## config.mk

```make
export PLATFORM = sky130hd
export DESIGN_NAME = pic_pc_stack_flat
export DESIGN_NICKNAME = d
export VERILOG_FILES = /design/src/rtl/pic_pc_stack_if.sv /design/src/rtl/pic_pc_stack.sv /design/src/flat_wrapper.sv
export SDC_FILE = /design/constraint.sdc
export NUM_CORES = 1
export LEC_CHECK = 0
export CORE_ASPECT_RATIO = 1.75
export CORE_MARGIN = 3
export CORE_UTILIZATION = 33
export CTS_BUF_LIST = sky130_fd_sc_hd__clkbuf_2 sky130_fd_sc_hd__clkbuf_4 sky130_fd_sc_hd__clkbuf_8
export DETAILED_ROUTE_END_ITERATION = 8
export GPL_TIMING_DRIVEN = 1
export PLACE_DENSITY = 0.64
export SYNTH_ARGS = -nofsm -noshare
export SYNTH_HDL_FRONTEND = slang
export SYNTH_SLANG_ARGS = --single-unit
```

## constraint.sdc

```tcl
create_clock -name CLK -period 9.7 [get_ports CLK]
set_input_delay 2.425 -clock CLK [delete_from_list [all_inputs] [get_ports CLK]]
set_output_delay 2.425 -clock CLK [all_outputs]
set_load 0.01 [all_outputs]
```

## src/rtl/pic_pc_stack_if.sv

```systemverilog
// Decoder/fetch-side bundle for pic_pc_stack: control strobes in, PC and stack status out.
interface pic_pc_stack_if #(
  parameter int PC_W      = 13,
  parameter int JA_W      = 11,
  parameter int STK_DEPTH = 8
);
  localparam int CNT_W = $clog2(STK_DEPTH + 1);

  // No valid/ready handshake: every strobe is a level qualifier sampled at the
  // rising CLK edge, and the outputs are always valid.
  logic              HOLD;
  logic              JMP;
  logic [JA_W-1:0]   JADDR;
  logic              PUSH;
  logic              POP;
  logic              PCL_WE;
  logic [7:0]        PCL_D;
  logic [PC_W-9:0]   PCLATH;
  logic              FLAG_CLR;
  logic [PC_W-1:0]   PC;
  logic [PC_W-1:0]   TOS;
  logic [CNT_W-1:0]  STK_CNT;
  logic              OVF;
  logic              UNF;
  logic              TRAP;

  modport master (
    output HOLD, JMP, JADDR, PUSH, POP, PCL_WE, PCL_D, PCLATH, FLAG_CLR,
    input  PC, TOS, STK_CNT, OVF, UNF, TRAP
  );

  modport slave (
    input  HOLD, JMP, JADDR, PUSH, POP, PCL_WE, PCL_D, PCLATH, FLAG_CLR,
    output PC, TOS, STK_CNT, OVF, UNF, TRAP
  );
endinterface

```

## src/rtl/pic_pc_stack.sv

```systemverilog
// Program counter and hardware return stack with configurable depth and overflow policy.
// Optional macro STK_TRAP_EN: stack faults vector the PC to TRAP_VEC and pulse TRAP.
module pic_pc_stack #(
  parameter int PC_W      = 13,
  parameter int JA_W      = 11,
  parameter int STK_DEPTH = 8,
  parameter int WRAP_MODE = 1,
  parameter int RESET_VEC = 0,
  parameter int TRAP_VEC  = 4
) (
  input logic           CLK,
  input logic           RST,
  pic_pc_stack_if.slave bus
);
  localparam int CNT_W = $clog2(STK_DEPTH + 1);
  localparam int PTR_W = $clog2(STK_DEPTH);
  localparam logic [PC_W-1:0]  RST_PC   = PC_W'(RESET_VEC);
  localparam logic [PC_W-1:0]  TRAP_PC  = PC_W'(TRAP_VEC);
  localparam logic [PTR_W-1:0] PTR_LAST = PTR_W'(STK_DEPTH - 1);
  localparam logic [CNT_W-1:0] CNT_FULL = CNT_W'(STK_DEPTH);
  localparam bit               WRAP_EN  = (WRAP_MODE != 0);
`ifdef STK_TRAP_EN
  localparam bit TRAP_EN = 1'b1;
`else
  localparam bit TRAP_EN = 1'b0;
`endif

  generate
    if (PC_W < 9 || PC_W > 16 || JA_W >= PC_W || JA_W < 8 || STK_DEPTH < 2) begin : g_bad_cfg
      $error("pic_pc_stack: unsupported parameter combination");
    end
  endgenerate

  logic [PC_W-1:0]  pc_q, pc_d;
  logic [PTR_W-1:0] ptr_q, ptr_d;
  logic [CNT_W-1:0] cnt_q, cnt_d;
  logic             ovf_q, ovf_d;
  logic             unf_q, unf_d;
  logic             trap_q, trap_d;
  logic [PC_W-1:0]  stk_q [STK_DEPTH];

  logic [PTR_W-1:0] ptr_inc, ptr_dec;
  logic             push_only, pop_only, full, empty;
  logic             ovf_ev, unf_ev, fault;
  logic             stk_we, pop_vld;
  logic [PC_W-1:0]  pop_pc;

  // Explicit wrap so non-power-of-two depths never index past the last entry.
  assign ptr_inc   = (ptr_q == PTR_LAST) ? '0 : ptr_q + PTR_W'(1);
  assign ptr_dec   = (ptr_q == '0) ? PTR_LAST : ptr_q - PTR_W'(1);
  assign push_only = bus.PUSH & ~bus.POP;
  assign pop_only  = bus.POP & ~bus.PUSH;
  assign full      = (cnt_q == CNT_FULL);
  assign empty     = (cnt_q == '0);
  assign ovf_ev    = push_only & full;
  assign unf_ev    = pop_only & empty;
  assign fault     = ovf_ev | unf_ev;

  always_comb begin
    ptr_d   = ptr_q;
    cnt_d   = cnt_q;
    stk_we  = 1'b0;
    pop_vld = 1'b0;
    pop_pc  = pc_q;

    if (push_only) begin
      if (!full) begin
        stk_we = 1'b1;
        ptr_d  = ptr_inc;
        cnt_d  = cnt_q + CNT_W'(1);
      end else if (WRAP_EN && !TRAP_EN) begin
        stk_we = 1'b1;
        ptr_d  = ptr_inc;
      end
    end else if (pop_only) begin
      pop_vld = 1'b1;
      if (!empty) begin
        ptr_d  = ptr_dec;
        cnt_d  = cnt_q - CNT_W'(1);
        pop_pc = stk_q[ptr_dec];
      end else if (TRAP_EN) begin
        pop_pc = TRAP_PC;
      end else if (WRAP_EN) begin
        ptr_d  = ptr_dec;
        pop_pc = stk_q[ptr_dec];
      end else begin
        pop_pc = RST_PC;
      end
    end
  end

  // A fault raised in the same cycle as FLAG_CLR keeps the flag set.
  always_comb begin
    ovf_d  = ovf_q;
    unf_d  = unf_q;
    trap_d = TRAP_EN & fault;
    if (ovf_ev)            ovf_d = 1'b1;
    else if (bus.FLAG_CLR) ovf_d = 1'b0;
    if (unf_ev)            unf_d = 1'b1;
    else if (bus.FLAG_CLR) unf_d = 1'b0;
  end

  always_comb begin
    pc_d = pc_q + PC_W'(1);
    if (bus.JMP)                pc_d = {bus.PCLATH[PC_W-9:JA_W-8], bus.JADDR};
    else if (bus.PCL_WE)        pc_d = {bus.PCLATH, bus.PCL_D};
    else if (TRAP_EN && fault)  pc_d = TRAP_PC;
    else if (pop_vld)           pc_d = pop_pc;
    else if (bus.HOLD)          pc_d = pc_q;
  end

  always_ff @(posedge CLK) begin
    if (RST) begin
      pc_q   <= RST_PC;
      ptr_q  <= '0;
      cnt_q  <= '0;
      ovf_q  <= 1'b0;
      unf_q  <= 1'b0;
      trap_q <= 1'b0;
    end else begin
      pc_q   <= pc_d;
      ptr_q  <= ptr_d;
      cnt_q  <= cnt_d;
      ovf_q  <= ovf_d;
      unf_q  <= unf_d;
      trap_q <= trap_d;
    end
  end

  // Stack RAM is deliberately left out of reset.
  always_ff @(posedge CLK) begin
    if (stk_we && !RST) stk_q[ptr_q] <= pc_q;
  end

  assign bus.PC      = pc_q;
  assign bus.TOS     = empty ? RST_PC : stk_q[ptr_dec];
  assign bus.STK_CNT = cnt_q;
  assign bus.OVF     = ovf_q;
  assign bus.UNF     = unf_q;
  assign bus.TRAP    = trap_q;
endmodule

```

## src/flat_wrapper.sv

```systemverilog
// flat-port wrapper written by rule: the top's interface ports become plain ports
module pic_pc_stack_flat 
#(
  parameter int PC_W      = 13,
  parameter int JA_W      = 11,
  parameter int STK_DEPTH = 8,
  parameter int WRAP_MODE = 1,
  parameter int RESET_VEC = 0,
  parameter int TRAP_VEC  = 4
)
  (CLK, RST, bus_HOLD, bus_JMP, bus_JADDR, bus_PUSH, bus_POP, bus_PCL_WE, bus_PCL_D, bus_PCLATH, bus_FLAG_CLR, bus_PC, bus_TOS, bus_STK_CNT, bus_OVF, bus_UNF, bus_TRAP);
  pic_pc_stack_if #(.PC_W(PC_W), .JA_W(JA_W), .STK_DEPTH(STK_DEPTH)) bus_i ();
  input logic CLK;
  input logic RST;
  input wire logic [$bits(bus_i.HOLD)-1:0] bus_HOLD;
  input wire logic [$bits(bus_i.JMP)-1:0] bus_JMP;
  input wire logic [$bits(bus_i.JADDR)-1:0] bus_JADDR;
  input wire logic [$bits(bus_i.PUSH)-1:0] bus_PUSH;
  input wire logic [$bits(bus_i.POP)-1:0] bus_POP;
  input wire logic [$bits(bus_i.PCL_WE)-1:0] bus_PCL_WE;
  input wire logic [$bits(bus_i.PCL_D)-1:0] bus_PCL_D;
  input wire logic [$bits(bus_i.PCLATH)-1:0] bus_PCLATH;
  input wire logic [$bits(bus_i.FLAG_CLR)-1:0] bus_FLAG_CLR;
  output wire logic [$bits(bus_i.PC)-1:0] bus_PC;
  output wire logic [$bits(bus_i.TOS)-1:0] bus_TOS;
  output wire logic [$bits(bus_i.STK_CNT)-1:0] bus_STK_CNT;
  output wire logic [$bits(bus_i.OVF)-1:0] bus_OVF;
  output wire logic [$bits(bus_i.UNF)-1:0] bus_UNF;
  output wire logic [$bits(bus_i.TRAP)-1:0] bus_TRAP;
  assign bus_i.HOLD = bus_HOLD;
  assign bus_i.JMP = bus_JMP;
  assign bus_i.JADDR = bus_JADDR;
  assign bus_i.PUSH = bus_PUSH;
  assign bus_i.POP = bus_POP;
  assign bus_i.PCL_WE = bus_PCL_WE;
  assign bus_i.PCL_D = bus_PCL_D;
  assign bus_i.PCLATH = bus_PCLATH;
  assign bus_i.FLAG_CLR = bus_FLAG_CLR;
  assign bus_PC = bus_i.PC;
  assign bus_TOS = bus_i.TOS;
  assign bus_STK_CNT = bus_i.STK_CNT;
  assign bus_OVF = bus_i.OVF;
  assign bus_UNF = bus_i.UNF;
  assign bus_TRAP = bus_i.TRAP;
  pic_pc_stack #(.PC_W(PC_W), .JA_W(JA_W), .STK_DEPTH(STK_DEPTH), .WRAP_MODE(WRAP_MODE), .RESET_VEC(RESET_VEC), .TRAP_VEC(TRAP_VEC)) u_core (.CLK(CLK), .RST(RST), .bus(bus_i));
endmodule
```

# After elaboration in Yosys (flattened, before gate mapping)

Memories as Yosys holds them, arrays and structs flattened.
Cells that the tools add are included.

Bits in writable memories: 104
Flip-flop bits (word level): 22
Output and inout bits: 33
Bits of input ports: 32
Latch bits: 0
Logic and storage cells: 56
ROM bits: 0
Memories: 1

Memory list:

| name         | depth | width | rd ports | clocked after Yosys merged registers in | wr ports | RTL line           | source |
|---|---|---|---|---|---|---|---|
| u_core.stk_q | 8     | 13    | 1        | 0                                       | 1        | pic_pc_stack.sv:40 | `logic [PC_W-1:0] stk_q [STK_DEPTH];` |

Div/mod/pow operators: 0
Bitwise gates (word level): 6
Reductions and logical operators: 9
Muxes and demuxes: 23
Eq/ne operators: 7
$mul: 0
$add $sub $neg: 5
Shifts and indexed selects: 0
Order comparisons: 0

Operator list:

| operator              | count |
|---|---|
| $mux 13               | 7 |
| $mux 4                | 4 |
| $add 13x1->13 const B | 1 |
| $mux 3                | 4 |
| $mux 1                | 8 |
| $reduce_and 3->1      | 2 |
| $reduce_bool 2->1     | 3 |
| $add 4x1->4 const B   | 1 |
| $and 1x1->1           | 4 |
| $eq 4x4->1 const B    | 1 |
| $logic_not 4->1       | 1 |
| $ne 4x1->1 const B    | 1 |
| $ne 4x3->1 const B    | 1 |
| $ne 4x4->1 const B    | 1 |
| $sub 4x1->4 const B   | 1 |
| $add 3x1->3 const B   | 1 |
| $eq 3x3->1 const B    | 1 |
| $logic_not 3->1       | 1 |
| $sub 3x1->3 const B   | 1 |
| $ne 2x1->1 const B    | 1 |
| $ne 2x2->1 const B    | 1 |
| $not 1->1             | 2 |
| $logic_and 1x1->1     | 1 |
| $logic_not 1->1       | 1 |

# Depth between registers and ports, before layout

An unclocked memory read counts as a cell.

Word-level depth: 8
Mapped depth: 10
Depth with buffers taken out: 9

# Least setup slack after synthesis

No wires, ideal clock.

Path type: in2reg
From: input port bus_POP
To: memory u_core.stk_q[2][0], enable pin
Setup time: 0.400 ns
Required time: 9.300 ns
Path buffers: 1
Arrival: 4.373 ns
Stages: 6
Slack: 4.928 ns
Path through: inv_1 -> ha_1 -> clkbuf_1 -> inv_1 -> or3_1 -> nor3_1

Cells in the longest elaborated chain, start to end: 6

Ends and longest elaborated chain:

| what                         | RTL line            | source |
|---|---|---|
| from (decl)                  | flat_wrapper.sv:19  | `input wire logic [$bits(bus_i.POP)-1:0] bus_POP;` |
| $not 1->1                    | pic_pc_stack.sv:51  | `assign push_only = bus.PUSH & ~bus.POP;` |
| $and 1x1->1                  | pic_pc_stack.sv:51  |  |
| $mux 1                       | pic_pc_stack.sv:66  | `if (push_only) begin` |
| $logic_and 1x1->1            | pic_pc_stack.sv:132 | `if (stk_we && !RST) stk_q[ptr_q] <= pc_q;` |
| $mux 1                       | pic_pc_stack.sv:132 |  |
| $mux 1 (not written as such) | pic_pc_stack.sv:132 |  |
| to (decl)                    | pic_pc_stack.sv:40  |  |

Every way passes these cells.

# Final worst setup path

From: register u_core.ptr_q[0]
To: output port bus_TOS[3]

Cells in the longest elaborated chain, start to end: 4
Elaborated cells on any way between the ends: 5
Classes of those cells: 1 x add/sub; 2 x mux; 1 x reduce/logical; 1 x memory

Ends and longest elaborated chain:

| what                                           | RTL line            | source |
|---|---|---|
| from (decl)                                    | pic_pc_stack.sv:35  | `logic [PTR_W-1:0] ptr_q, ptr_d;` |
| from (signal assigned)                         | pic_pc_stack.sv:122 | `ptr_q <= ptr_d;` |
| $sub 3x1->3 or $logic_not 3->1 (tied branches) | pic_pc_stack.sv:50  | `assign ptr_dec = (ptr_q == '0) ? PTR_LAST : ptr_q - PTR_W'(1);` |
| $mux 3 (*)                                     | pic_pc_stack.sv:50  |  |
| $mem_v2 8x13 (*)                               | n/a                 |  |
| $mux 13 (*)                                    | pic_pc_stack.sv:136 | `assign bus.TOS = empty ? RST_PC : stk_q[ptr_dec];` |
| to (decl)                                      | flat_wrapper.sv:25  | `output wire logic [$bits(bus_i.TOS)-1:0] bus_TOS;` |

Mark *: on every way between the ends. The rest lies on a longest branch, timed or not.

==> results.md <==
- Outcome: finished clean
- Wirelength per Cell: 21.0 um
- CP Capture Type: output pin
- Grt ovf: 0
- First-pass GRT wire length: 21.9 mm
- Hold Buf Count CTS: 0
- Post-synth EDFFs: 104
- Largest family of logic cells by synthesized area: multiplexers
- Switching Fraction: 0.291
- Power density of the placed cells: 197 nW/um2
- Slew headroom: 0.280
- Async SR Flop Fraction: 0
- Internal Power: 0.000969 W
- Critical-path maximum fanout: 26
- Comb pwr share: 0.219
- Post-route ant nets: 0
- Die area: 18900 um2
- Max clock buf depth: 2
- Cell row count: a little over 60
- Reported leakage power: 2.32 nW
- GPL Wtd Cong: a little under 0.8
- Synthesized Nets: between 400 and 500
- Critical Path Start: u_core.ptr_q[0]
- Final Util: 0.416
- Compound-Gate Fraction of Synth Area: 0.0866
- GR peak layer: met2
- Syn. warnings: 0
- Tmin final: just over 6 ns
- Met1 Use GR: 0.181
- Hpwl dp: approximately 9.5 mm
- Maxcap violations: 0
- Flop pwr share: 0.468
- Distinct cells, synth: 60
- Reg clk slew, reported paths: roughly 0.080 ns
- Post-CTS sizing: 0
- Commonest non-fill, non-tap cell in the layout: edfxtp_1
- Fin crit share: 0.634
- Synth Instances: ~380
- Initial antenna violation count: 0
- Dpl cells: between 600 and 700
- XOR/XNOR Fraction of Synth Area: 0.0169
- Worst Hold Class: reg -> reg
- #FFs+latches synth: approximately 130
- Post-CTS Setup Inserts: 0
- Largest net degree at the start of global routing: 28
- CP Cell Sequence: inv_1 > ha_1 > ha_1 > and2b_1 > buf_4 > mux4_1 > mux2i_1 > nor2_1 > clkdlybuf4s50_1
- Setup TNS: 0 ns
- RSZ-0062 raised after global routing: false
- Die H: ~180 um
- Max-slew violations: 0
- CTS tree: yes
- N_diodes: 0
- GR Layer Usage met2: 0.271
- Final Skew: approximately 0.014 ns
- Slowest CP cell: mux4_1
- Core Box Area: between 15000 and 20000 um2
- Maximum resistive drop on vdd: between 0.08 and 0.09 mV
- Vias in the first global route: 3823
- DRC: 0
- Worst Path Buf+Inv: 3
- Worst EP required: 7.28 ns
- Setup CP Type: reg -> out
- Mux contribution to synthesized area: 0.136
- Critical Path Most Common Cell: ha_1
- Fraction of the yosys area taken by sequential cells: 0.626
- P_sw: ~0.0004 W
- Final setup vio count: 0
- Num CTS Buffers: 17
- Worst r2r src: u_core.ptr_q[0]
- Routed vias: approximately 3700
- IO Port Bufs: 63
- NumNets Final: 490
- M3 GR Usage: 0.0341
- Total clock sinks: approximately 130
- Largest stage delay, worst path: 0.63 ns
- Main flop type after synthesis: edfxtp_1
- Area delta synth->final: 21.9%
- DRT iter0 DRCs: around 280
- Synth Area in Simple Gates: 0.0778
- Clock share of power: 0.314
- Highest clock rate: 0.163 GHz
- HP Start: u_core.bus.OVF
- Worst slew pin tran: approximately 1.1 ns
- Final hold violations: 0
- Root Buffer: clkbuf_8
- Post-Layout Cell Count: slightly below 700
- Total GRT Usage: 0.154
- Proportion of layout cells with a drive suffix above 1: 0.135
- Synth Cell Area: approximately 5700 um2
- Element type at the critical path start: flip-flop
- # IOs: 65
- CP top delay family: buffers and inverters
- Initial core utilization: 0.341
- Most frequent cells in the layout: edfxtp_1 (104), clkdlybuf4s50_1 (63), nor2_1 (33), dfxtp_1 (22), clkbuf_8 (17)
- WP data arrival: 3.72 ns
- Synth Area in Adders: 0.0255
- Via density: between 5 and 6
- Clock Latency Late Sink: approximately 0.43 ns
- Mapped Avg Cell Area: approximately 15 um2
- Clock H-tree levels: 4
- 1st-pass router iterations: 5
- Chip Width: between 100 and 150 um
- WL final: 14.3 mm
[synth_stat cells, types with 4 or more instances]
cell type	count	area (um2)
edfxtp_1	104	3120
a21oi_1	11	55.1
a222oi_1	6	60.1
inv_1	13	48.8
nand2_1	12	45.0
ha_1	10	125
a211oi_1	7	52.6
xor2_1	4	35.0
mux4_2	11	248
and2_1	4	25.0
mux2i_1	13	130
nor3_1	7	35.0
dfxtp_1	22	440
nor2_1	38	143
xnor2_1	7	61.3
o22ai_1	9	56.3
mux4_1	15	394
nand3_1	7	35.0
a221oi_1	5	43.8
buf_2	4	20.0
clkbuf_1	11	41.3
[cell families after synthesis]
group	Yosys count
flops	126
simple gates	92
compound gates	65
mux	39
buf+inv	36
fa+ha+maj	11
xor+xnor	11
other cells	1
[area by class of cell]
type,instances,area (um2)
Clock buffer,18,241
Clock inverter,14,135
Fill cell,1510,9740
Tap cell,224,280
Timing Repair Buffer,70,683
Inverter,13,48.8
Multi-Input combinational cell,219,1990
Sequential cell,126,3560
[worst min-delay path, stage by stage (launching register included)]
cell     delay [ns]
dfxtp_1        0.34
a32oi_1        0.06
nor2_1         0.09
[state kept, by name, summed over array words and instances, names as in the netlist]
| signal | cells |
|---|---|
| u_core.bus.STK_CNT | 4 |
| u_core.ptr_q | 3 |
| u_core.bus.OVF | 1 |
| u_core.bus.PC | 13 |
| u_core.stk_q | 104 |
| u_core.bus.UNF | 1 |
[worst paths after layout]
path,depth (start not counted),to,slack [ns]
worst max-delay path,9,bus_TOS[3],3.55
worst max register to register,7,u_core.bus.PC[3],6.28
worst min register to register,2,u_core.bus.OVF,0.52
worst min-delay path,2,u_core.bus.OVF,0.52
[stage by stage]
stage | cell area, um2 | hold WS [ns] | power (W) | setup WS, ns
CTS | 6940 | 0.523 | 0.00138 | 3.47
global placement | 6560 | 0.468 | 0.000952 | 4.03
detailed placement | 6560 | 0.503 | 0.000957 | 3.97
global route | 6940 | 0.556 | 0.00143 | 3.35
finish | 6940 | 0.517 | 0.00137 | 3.55
floorplan | 5690 | 0.499 | 0.000819 | 4.93
[power by group through the flow]
stage          logic, W  registers, W  clock network [W]
6_report       0.000299      0.000640           0.000429
3_5_place_dp   0.000305      0.000652                  0
3_3_place_gp   0.000303      0.000650                  0
2_1_floorplan  0.000177      0.000643                  0
5_1_grt        0.000324      0.000644           0.000461
4_1_cts        0.000306      0.000640           0.000437
[per-layer routing]
layer,part of all wire,up-vias,wire length [um]
met5,0,-,0
met4,0.025,0,365
met3,0.059,19,846
met2,0.53,132,7600
met1,0.39,1850,5530
li1,-,1664,-
(Power assumes the default switching activity.)
